[config.mk]
export PLATFORM = sky130hd
export DESIGN_NAME = bp_reg_initiator
export DESIGN_NICKNAME = d
export VERILOG_FILES = /design/src/rtl/bp_reg_initiator.sv
export SDC_FILE = /design/constraint.sdc
export NUM_CORES = 1
export LEC_CHECK = 0
export ABC_AREA = 0
export BUFFER_PORTS_ARGS = -buffer_cell sky130_fd_sc_hd__buf_4
export CORE_ASPECT_RATIO = 1.2
export CORE_UTILIZATION = 40
export DETAILED_ROUTE_END_ITERATION = 10
export PLACE_DENSITY = 0.69
export SLEW_MARGIN = 25
export SYNTH_ARGS = -nofsm -noshare
export SYNTH_HDL_FRONTEND = slang
export SYNTH_SLANG_ARGS = --single-unit
export TNS_END_PERCENT = 1
[constraint.sdc]
create_clock -name i_clk -period 1.66 [get_ports i_clk]
set_clock_uncertainty 0.05 [all_clocks]
set_input_delay 0.332 -clock i_clk [delete_from_list [all_inputs] [get_ports i_clk]]
set_output_delay 0.332 -clock i_clk [all_outputs]
set_load 0.05 [all_outputs]
[src/rtl/bp_reg_initiator.sv]
// Host-side initiator for the bytepipe register protocol: turns one register request into
// command/data bytes on the outbound pipe and returns response bytes on a read-data stream.
module bp_reg_initiator #(
    parameter int unsigned TIMEOUT     = 0,
    parameter bit          FWD_WR_RESP = 1'b1
) (
    input  logic       i_clk,
    input  logic       i_rst,
    input  logic       i_cg,
    input  logic       i_req_valid,
    output logic       o_req_ready,
    input  logic       i_req_wr,
    input  logic [6:0] i_req_addr,
    input  logic [7:0] i_req_len,
    input  logic [7:0] i_wdata,
    input  logic       i_wdata_valid,
    output logic       o_wdata_ready,
    output logic [7:0] o_rdata,
    output logic       o_rdata_valid,
    output logic       o_rdata_last,
    input  logic       i_rdata_ready,
    output logic [7:0] o_bp_data,
    output logic       o_bp_valid,
    input  logic       i_bp_ready,
    input  logic [7:0] i_bp_data,
    input  logic       i_bp_valid,
    output logic       o_bp_ready,
    output logic       o_timeout
);

    typedef enum logic [2:0] {
        StIdle,
        StSetupCmd,
        StSetupLen,
        StSetupRsp,
        StCmd,
        StWdata,
        StRsp
    } state_t;

    state_t      stateQ;
    logic        wrQ;
    logic [6:0]  addrQ;
    logic [7:0]  lenQ;
    logic [7:0]  beatQ;
    logic [31:0] toQ;
    logic        timeoutQ;

    logic fwd;
    logic outAcc;
    logic inAcc;
    logic toHit;

    assign fwd       = !wrQ || FWD_WR_RESP;
    assign outAcc    = o_bp_valid && i_bp_ready;
    assign inAcc     = o_bp_ready && i_bp_valid;
    assign toHit     = (TIMEOUT != 0) && ((toQ + 32'd1) == TIMEOUT);
    assign o_timeout = timeoutQ;

    always_comb begin
        o_req_ready   = 1'b0;
        o_bp_data     = 8'h00;
        o_bp_valid    = 1'b0;
        o_bp_ready    = 1'b0;
        o_wdata_ready = 1'b0;
        o_rdata       = i_bp_data;
        o_rdata_valid = 1'b0;
        o_rdata_last  = 1'b0;
        unique case (stateQ)
            StIdle:     o_req_ready = 1'b1;
            StSetupCmd: begin
                o_bp_data  = 8'h80;
                o_bp_valid = 1'b1;
            end
            StSetupLen: begin
                o_bp_data  = lenQ;
                o_bp_valid = 1'b1;
            end
            StSetupRsp: o_bp_ready = 1'b1;
            StCmd: begin
                o_bp_data  = {wrQ, addrQ};
                o_bp_valid = 1'b1;
            end
            StWdata: begin
                o_bp_data     = i_wdata;
                o_bp_valid    = i_wdata_valid;
                o_wdata_ready = i_bp_ready;
            end
            StRsp: begin
                o_bp_ready    = fwd ? i_rdata_ready : 1'b1;
                o_rdata_valid = i_bp_valid && fwd;
                o_rdata_last  = (beatQ == 8'd0);
            end
            default: o_req_ready = 1'b0;
        endcase
        // With the clock gated nothing may complete, so no handshake is offered.
        if (!i_cg) begin
            o_req_ready   = 1'b0;
            o_bp_valid    = 1'b0;
            o_bp_ready    = 1'b0;
            o_wdata_ready = 1'b0;
            o_rdata_valid = 1'b0;
        end
    end

    always_ff @(posedge i_clk) begin
        if (i_rst) begin
            stateQ   <= StIdle;
            wrQ      <= 1'b0;
            addrQ    <= 7'd0;
            lenQ     <= 8'd0;
            beatQ    <= 8'd0;
            toQ      <= 32'd0;
            timeoutQ <= 1'b0;
        end else if (i_cg) begin
            timeoutQ <= 1'b0;
            toQ      <= 32'd0;
            unique case (stateQ)
                StIdle: if (i_req_valid) begin
                    wrQ    <= i_req_wr;
                    addrQ  <= i_req_addr;
                    lenQ   <= (i_req_addr == 7'd0) ? 8'd0 : i_req_len;
                    stateQ <= (i_req_addr != 7'd0 && i_req_len != 8'd0) ? StSetupCmd : StCmd;
                end
                StSetupCmd: if (outAcc) stateQ <= StSetupLen;
                StSetupLen: if (outAcc) stateQ <= StSetupRsp;
                StSetupRsp: if (inAcc) stateQ <= StCmd;
                StCmd: if (outAcc) begin
                    beatQ  <= lenQ;
                    stateQ <= wrQ ? StWdata : StRsp;
                end
                StWdata: if (outAcc) begin
                    if (beatQ == 8'd0) stateQ <= StRsp;
                    else beatQ <= beatQ - 8'd1;
                end
                StRsp: if (inAcc) begin
                    if (beatQ == 8'd0) stateQ <= StIdle;
                    else beatQ <= beatQ - 8'd1;
                end
                default: stateQ <= StIdle;
            endcase
            // Waiting on the responder: count idle cycles; overrides the case above on abort.
            if ((stateQ == StSetupRsp || stateQ == StRsp) && !inAcc) begin
                if (toHit) begin
                    stateQ   <= StIdle;
                    timeoutQ <= 1'b1;
                end else begin
                    toQ <= toQ + 32'd1;
                end
            end
        end
    end

endmodule
== Yosys cells after proc, flatten, opt, wreduce, memory -nomap -nowiden ==
Index checks and enable logic that the tools add are counted.

* Word-level logic and storage cells: 64
* Flip-flop bits (word level): 27
* Input bits: 40
* Output and inout bits: 23

* Equal/unequal tests: 15
* Muxes and demuxes: 30
* $add $sub $neg: 1
* Reductions and logical operators: 13

{| class="wikitable"
|+ Operators with widths
! cell !! count
|-
| 8-bit two-way mux || 5
|-
| 8-bit one-hot mux with 4 select lines || 1
|-
| 3-bit two-way mux || 10
|-
| 8-bit one-hot mux with 3 select lines || 1
|-
| 3-bit one-hot mux with 7 select lines || 1
|-
| 2-bit != test, second input constant || 9
|-
| 10-bit AND reduction || 1
|-
| 3-bit == test, second input constant || 3
|-
| 1-bit two-way mux || 9
|-
| 8-bit logical NOT || 1
|-
| 8-bit nonzero test || 1
|-
| 8-bit by 1-bit subtractor with 8-bit output, second input constant || 1
|-
| 7-bit logical NOT || 1
|-
| 7-bit nonzero test || 1
|-
| 3-bit by 2-bit == test with 1-bit output, second input constant || 2
|-
| 5-bit AND reduction || 1
|-
| 1-bit one-hot mux with 2 select lines || 2
|-
| 3-bit by 1-bit == test with 1-bit output, second input constant || 1
|-
| 1-bit logical AND || 3
|-
| 3-bit logical NOT || 1
|-
| 3-bit AND reduction || 1
|-
| 3-bit nonzero test || 1
|-
| 3-bit OR reduction || 1
|-
| 2-bit two-way mux || 1
|}

== Logic depth before layout (Yosys ltp) ==
Gate-level depths: netlist (run 1).

* Depth in word-level cells: 7
* Depth in mapped cells: 7
* Gate-level depth less buffers: 6

== Worst setup path before layout (run 1) ==
No wires, ideal clock.

* Kind: register to output
* Start: reg stateQ[0]
* End: out o_bp_data[0]
* Path buffers: 2
* Arrival: 2,065 ps
* Data required time: 1,278 ps
* Path slack: -787 ps
* Stages on the path, launching flop included: 5
* Cells stage by stage: dfxtp_1 > buf_6 > clkbuf_1 > mux2i_1 > o21ai_0

* Longest elaborated chain between the ends: 2
* Elaborated cells on any way between the ends: 5
* Those cells by class: eq/ne (4); mux (1)

{| class="wikitable"
|+ Ends and longest elaborated chain
! what !! line !! text
|-
| from (decl) || 41 || <nowiki>state_t stateQ;</nowiki>
|-
| from (signal assigned) || 108 || <nowiki>stateQ <= StIdle;</nowiki>
|-
| from (signal assigned) || 123 || <nowiki>stateQ <= (i_req_addr != 7'd0 && i_req_len != 8'd0) ? StSetupCmd : StCmd;</nowiki>
|-
| from (signal assigned) || 125 || <nowiki>StSetupCmd: if (outAcc) stateQ <= StSetupLen;</nowiki>
|-
| 3-bit == test (tied with other cells) || 69 || <nowiki>unique case (stateQ)</nowiki>
|-
| 8-bit one-hot mux with 4 select lines * || 69 ||
|-
| to (decl) || 22 || <nowiki>output logic [7:0] o_bp_data,</nowiki>
|}

Every way passes the cells marked *; elsewhere a longest branch is shown, timed or not.

== Final worst setup path (run 1) ==
* Start: reg stateQ[2]
* End: out o_bp_valid

* Longest elaborated chain between the ends: 4
* Elaborated cells on any way between the ends: 7
* Those cells by class: eq/ne (4); mux (2); reduce/logical (1)

{| class="wikitable"
|+ Ends and longest elaborated chain
! what !! line !! text
|-
| 3-bit == test (tied with other cells) || 69 ||
|-
| 3-bit OR reduction (no source line) || -- ||
|-
| 1-bit one-hot mux with 2 select lines * || 69 ||
|-
| 1-bit two-way mux * || 97 || <nowiki>if (!i_cg) begin</nowiki>
|-
| to (decl) || 23 || <nowiki>output logic o_bp_valid,</nowiki>
|}

Marked as above.

==> results.txt, run 1 <==
final cell count without fillers: 376
chip height: 75.7 um
CP max stage delay: 0.36 ns
syn avg cell area: 7.54 um^2
Post-Synthesis Cell Area: 1810 um^2
Clock Power Share: 22.6%
first-pass GRT wire length: 8350 um
drc violations: 0
min cycle time layout: 1.92 ns
FP Rows: 26
global-route congestion overflow total: 0
master of the slowest instance on the critical path: dfxtp_2
initial core utilization: 42.1%
#FFs+latches synth: 27
Post-synth EDFFs: 0
WP buf/inv: 2
pin count of the biggest net entering global routing: 29
Post-Route Utilization: 64.3%
Core ar.: 4290 um^2
insertion delay to the later sink of the worst-skew pair: 0.28 ns
setup ws final: -0.258 ns
initial drt markers: 77
Num CTS Buffers: 3
worst hold path class: in2reg
violated checks: negative setup slack
H-Tree Depth: 1
Int Power: 0.00116 W
total wire length: 5270 um
Reg clk slew, reported paths: 0.10 ns
Arrival @ worst endpoint: 1.54 ns
combinational share of power: 35.6%
syn_nets: 282
hpwl dp: 3850 um
Worst setup EP type: primary output
top_reg_cell synth: dfxtp_1
vias in the first global route: 1827
die width: 63.4 um
Hold Vio Cnt, Final: 0
CP Class: reg2out
Final ANT Viol Nets: 0
CTS root buf: clkbuf_8
switching pwr: 0.000546 W
Max Fclk: 521 MHz
fin. max-slew vios: 0
Synth async-reset ratio: 0%
RSZ-0062 raised after global routing: true
endpoints failing setup: 23
WP data required: 1.28 ns
layout cells sized above 1: 43.8%
CTS Buffer Depth: 2
P_leak: 1.13 nW
initial antenna violation count: 0
Vias: 2021
max-cap viol count: 0
number of fillers in the final layout: 371
IO Port Bufs: 45
crit-path cells: or2_4 -> buf_4 -> a221oi_4 -> buf_6
final worst path period share: 116%
power per cell area: 616 nW/um^2
CTS Sinks: 27
Yosys cell types: 48
Post-Synthesis Cells: 240
setup TNS: -3.03 ns
CP delay by family, top: flip-flops
share of the yosys chip area belonging to registers: 29.9%
Max FO, Critical Path: 6
post-place setup slack: -0.235 ns
peak supply drop: 0.000479 V
register share of total power: 41.8%
Switching Share: 32.1%
vias per cell: 5.38
ANT cells: 0
total global-route track usage: 22.4%
Syn-to-layout area delta: 52.7%
Nets: 363
status: finished, violations left
# IOs: 63
GP Congestion: 0.892
placed cell count: 368
Die Area: 4800 um^2
startpoint types: flop
DRT Pass-1 Iters: 5
Ys Warns: 0
CTS tree: yes
Avg WL per Cell: 14.0 um
repair_timing:
action / CTS / global route
cloned: 0 / 0
pin swaps: 9 / 5
setup buffers: 2 / 2
hold buffers: 0 / 0
gates resized for setup: 40 / 17
setup endpoints to repair: 33 / 33
per-stage QoR:
stage	area (um^2)	total power, W	hold WS, ns
final	2760	0.00170	0.241
after global routing	2760	0.00179	0.244
after CTS	2680	0.00168	0.238
after detailed placement	2470	0.00125	0.396
after global placement	2470	0.00124	0.395
after floorplan	1850	0.00108	0.386
routing by layer:
metal | vias up | part of all wire (%) | global-route usage (%) | wire (um)
met5 | - | 0 | 0 | 0
met4 | 0 | 3.1 | 8.84 | 165
met3 | 16 | 3.6 | 2.10 | 192
met2 | 67 | 51 | 41.3 | 2700
met1 | 931 | 42 | 27.2 | 2220
li1 | 1007 | - | - | -
power groups by stage:
stage,clock network (W),logic (W),registers (W)
global route,0.000417,0.000653,0.000717
floorplan,0,0.000370,0.000709
detailed placement,0,0.000529,0.000723
finish,0.000384,0.000606,0.000712
CTS,0.000388,0.000577,0.000710
global placement,0,0.000524,0.000721
final timing paths:
path	startpoint	end	slack, ns	cells past startpoint
hold / removal	i_req_len[1]	lenQ[1]$_SDFFE_PP0P_	0.24	3
setup / recovery	stateQ[2]$_SDFFE_PP0P_	o_bp_valid	-0.26	4
hold reg to reg	addrQ[4]$_SDFFE_PP0P_	addrQ[4]$_SDFFE_PP0P_	0.41	2
setup reg to reg	stateQ[2]$_SDFFE_PP0P_	stateQ[2]$_SDFFE_PP0P_	-0.18	6
cell type report:
| type | count | area (um^2) | area share [%] |
|---|---|---|---|
| repair buffers | 99 | 826 | 29.9 |
| multi-input cells | 183 | 1240 | 45.0 |
| flip-flops and latches | 27 | 552 | 20.0 |
| inverters | 7 | 26.3 | 0.951 |
| well taps | 56 | 70.1 | 2.54 |
| clock inverters | 1 | 5.00 | 0.181 |
| clock buffers | 3 | 41.3 | 1.49 |
logic make-up (layout without fill, tap and decap cells):
group | count (synthesis) | after routing | share of synthesized area (%)
XOR/XNOR | 1 | 1 | 0.484
other | 1 | 1 | 0.207
AND/OR/NAND/NOR | 96 | 96 | 27.4
multiplexers | 10 | 10 | 5.60
adder cells (fa/ha/maj) | 2 | 2 | 1.38
AO/OA/AOI/OAI | 73 | 73 | 25.8
flip-flops | 27 | 27 | 29.9
buffers and inverters | 30 | 110 | 9.27
worst reg2reg max path, stage by stage (launching register included):
cell and delay [ns]:
dfxtp_2 0.36, buf_4 0.16, nor2b_1 0.13, o21ai_0 0.18
a21oi_1 0.10, a2111o_1 0.44, mux2_1 0.32
sequential cells by signal (all words and copies together) (netlist names):
signal / flops
wrQ: 1
addrQ: 7
lenQ: 8
stateQ: 3
beatQ: 8
cell usage in the layout, fill, tap and decap left out, types with 7 or more instances in the layout:
cell type	n
buf_4	79
nand2_1	31
dfxtp_1	22
a21oi_1	20
nor2_1	19
buf_6	18
nand3_1	14
mux2i_1	9
inv_1	7
o21ai_1	7
a21o_1	7
o21ai_0	7
a22oi_1	7
cells in the mapped netlist, types with 4 or more instances:
master	count	area, um^2
o21ai_0	19	95.1
buf_4	10	75.1
dfxtp_1	27	541
a21oi_1	24	120
or4_1	5	37.5
nand2_1	31	116
nor2b_1	4	25.0
a21o_1	7	52.6
nor2_1	21	78.8
nand3_1	15	75.1
mux2i_1	9	90.1
clkbuf_1	8	30.0
a22oi_1	9	67.6
inv_1	7	26.3
Power figures use the tool's default switching activity.
==> inputs of run 2 (changes only) <==
Settings changed: CORE_UTILIZATION 40 to 45, PLACE_DENSITY 0.69 to 0.76.
==> run 2 against run 1 <==
Register-to-register slack worse by 0.07 ns. Final cell count is 1.6% lower. Combinational power is 4.0% higher. Sequential share of layout area is 0.20 points lower. The flow still finishes with violations (negative setup slack). Critical endpoint is now o_rdata_last. Wire length is 11% higher. Sequential power is 0.8% higher. Die area is 11% lower. Critical path type unchanged. Clock power hardly changed.
==> results.txt, run 2 (same netlist as run 1, synthesis figures left out) <==
min cycle time layout: 1.91 ns (-0.0103 ns)
Core ar.: 3750 um^2 (-13%)
Largest regs: beatQ (8), lenQ (8), addrQ (7)
hold path cells: 3 (unchanged)
Max Fclk: 524 MHz (+0.54%)
startpoint types: flop
Worst setup EP type: primary output
endpoints failing setup: 23 (unchanged)
design area: 2800 um^2 (+1.2%)
CP Class: reg2out
total wire length: 5830 um (+11%)
status: finished, violations left
Reg2Reg Setup Slack: -0.25 ns (-0.07 ns)
# IOs: 63 (unchanged)
IO Port Bufs: 45 (unchanged)
CTS Buffer Depth: 2 (unchanged)
leading cell type in the layout, fill and taps excluded: buf_4
chip height: 71.5 um (-5.6%)
vias in the first global route: 2088 (+14%)
setup ws final: -0.248 ns (+0.0103 ns)
initial drt markers: 99 (+29%)
peak supply drop: 0.000618 V (+29%)
total global-route track usage: 27.2% (+4.7 points)
most frequent cells in the layout: 74 x buf_4, 27 x nand2_1, 23 x a21oi_1
worst reg2reg path depth: 8 (+2)
drc violations: 0 (unchanged)
final worst path period share: 115% (-0.62 points)
Final ANT Viol Nets: 0 (unchanged)
relative max-transition margin: 66.3%
layout cells sized above 1: 45.9% (+2.2 points)
Nets: 361 (-0.55%)
vias per cell: 5.71 (+6.3%)
initial core utilization: 48.2% (+6.1 points)
Max FO, Critical Path: 3 (-3)
routing usage on met2: 49.0% (+7.8 points)
GP Congestion: 0.933 (+4.6%)
worst hold path class: in2reg
register share of total power: 41.5% (-0.3 points)
worst r2r dst: beatQ[1]$_SDFFE_PP0P_
grt met3 use: 2.17% (+0.070 points)
Avg WL per Cell: 15.8 um (+12%)
placed instance area: 2440 um^2 (-1.4%)
P_leak: 1.15 nW (+1.2%)
H-Tree Depth: 1 (unchanged)
Reg clk slew, reported paths: 0.09 ns (about the same)
Worst Hold Launch: i_req_len[7]
pin count of the biggest net entering global routing: 29 (unchanged)
CTS Sinks: 27 (unchanged)
global-route congestion overflow total: 0 (unchanged)
combinational share of power: 36.4% (+0.8 points)
Hold Vio Cnt, Final: 0 (unchanged)
die width: 59.9 um (-5.5%)
power per cell area: 618 nW/um^2 (+0.29%)
violated checks: negative setup slack
hpwl dp: 3980 um (+3.4%)
number of fillers in the final layout: 273 (-26%)
insertion delay to the later sink of the worst-skew pair: 0.27 ns (about the same)
initial antenna violation count: 0 (unchanged)
max-cap viol count: 0 (unchanged)
Syn-to-layout area delta: 54.6%
ANT cells: 0 (unchanged)
DRT Pass-1 Iters: 5 (unchanged)
Hold EP: lenQ[7]$_SDFFE_PP0P_
Switching Share: 32.5% (+0.45 points)
CTS tree: yes
Post-Route Utilization: 74.5% (+10 points)
Num CTS Buffers: 3 (unchanged)
met1 GRT Util: 31.6% (+4.4 points)
Slew @ Worst Pin: 0.501 ns
Int Power: 0.00117 W (+0.85%)
Die Area: 4280 um^2 (-11%)
Arrival @ worst endpoint: 1.53 ns (about the same)
global route hottest layer: met2
fin. max-slew vios: 0 (unchanged)
Vias: 2114 (+4.6%)
FP Rows: 24 (-7.7%)
reg2reg start: beatQ[2]$_SDFFE_PP0P_
RSZ-0062 raised after global routing: true
CTS root buf: clkbuf_8
Clock Power Share: 22.0% (-0.6 points)
WP data required: 1.28 ns (about the same)
CTS Hold Buffers Added: 0 (unchanged)
first-pass GRT wire length: 8960 um (+7.4%)
switching pwr: 0.000562 W (+2.9%)
## run 2: layout make-up
class                           count  area [um^2]  share of cell area [%]
Clock inverter                      1         5.00                   0.179
Timing Repair Buffer               97          831                    29.7
Clock buffer                        3         41.3                    1.48
Multi-Input combinational cell    183         1270                    45.6
Tap cell                           52         65.1                    2.33
Inverter                            7         26.3                   0.940
Sequential cell                    27          553                    19.8
## run 2: power by group through the flow
stage               clock, W  combinational (W)  sequential [W]
finish              0.000381           0.000630        0.000718
CTS                 0.000388           0.000596        0.000713
global route        0.000407           0.000669        0.000722
global placement           0           0.000519        0.000718
floorplan                  0           0.000370        0.000709
detailed placement         0           0.000527        0.000719
## run 2: worst max-delay path by stage
stage / from / endpoint / slack, ns / depth (start not counted)
after floorplan: stateQ[2]$_SDFFE_PP0P_ / lenQ[0]$_SDFFE_PP0P_ / -0.50 / 6
after global placement: stateQ[0]$_SDFFE_PP0P_ / stateQ[2]$_SDFFE_PP0P_ / -0.18 / 6
after detailed placement: stateQ[0]$_SDFFE_PP0P_ / stateQ[2]$_SDFFE_PP0P_ / -0.20 / 6
after CTS: beatQ[5]$_SDFFE_PP0P_ / o_rdata_last / -0.21 / 5
after global routing: beatQ[2]$_SDFFE_PP0P_ / beatQ[1]$_SDFFE_PP0P_ / -0.34 / 8
final: beatQ[2]$_SDFFE_PP0P_ / o_rdata_last / -0.25 / 5
## run 2: through the flow
stage / cells / total power [W] / setup TNS [ns] / hold slack (ns) / setup WS [ns]
detailed placement: 360 / 0.00125 / -2.56 / 0.398 / -0.197
finish: 370 / 0.00173 / -3.73 / 0.241 / -0.248
global route: 370 / 0.00180 / -5.50 / 0.252 / -0.340
global placement: 360 / 0.00124 / -2.09 / 0.392 / -0.180
floorplan: 240 / 0.00108 / -11.89 / 0.386 / -0.503
CTS: 370 / 0.00170 / -3.54 / 0.239 / -0.214
## run 2: what timing repair did
action,in CTS,in global routing
gates cloned,1,0
gates resized for setup,46,24
setup buffers,5,0
setup endpoints to repair,33,33
pin swaps,6,7
## run 2: critical path, cell delays in order, from the launching register on
cell     delay, ns
dfxtp_2       0.35
nor4_4        0.33
nand3_2       0.15
buf_6         0.14
nor3_4        0.11
buf_6         0.18
## run 2: metal layers
layer / vias to the layer above / routed length, um
li1: 1010 / -
met1: 1019 / 2310
met2: 71 / 3120
met3: 14 / 246
met4: 0 / 158
met5: - / 0
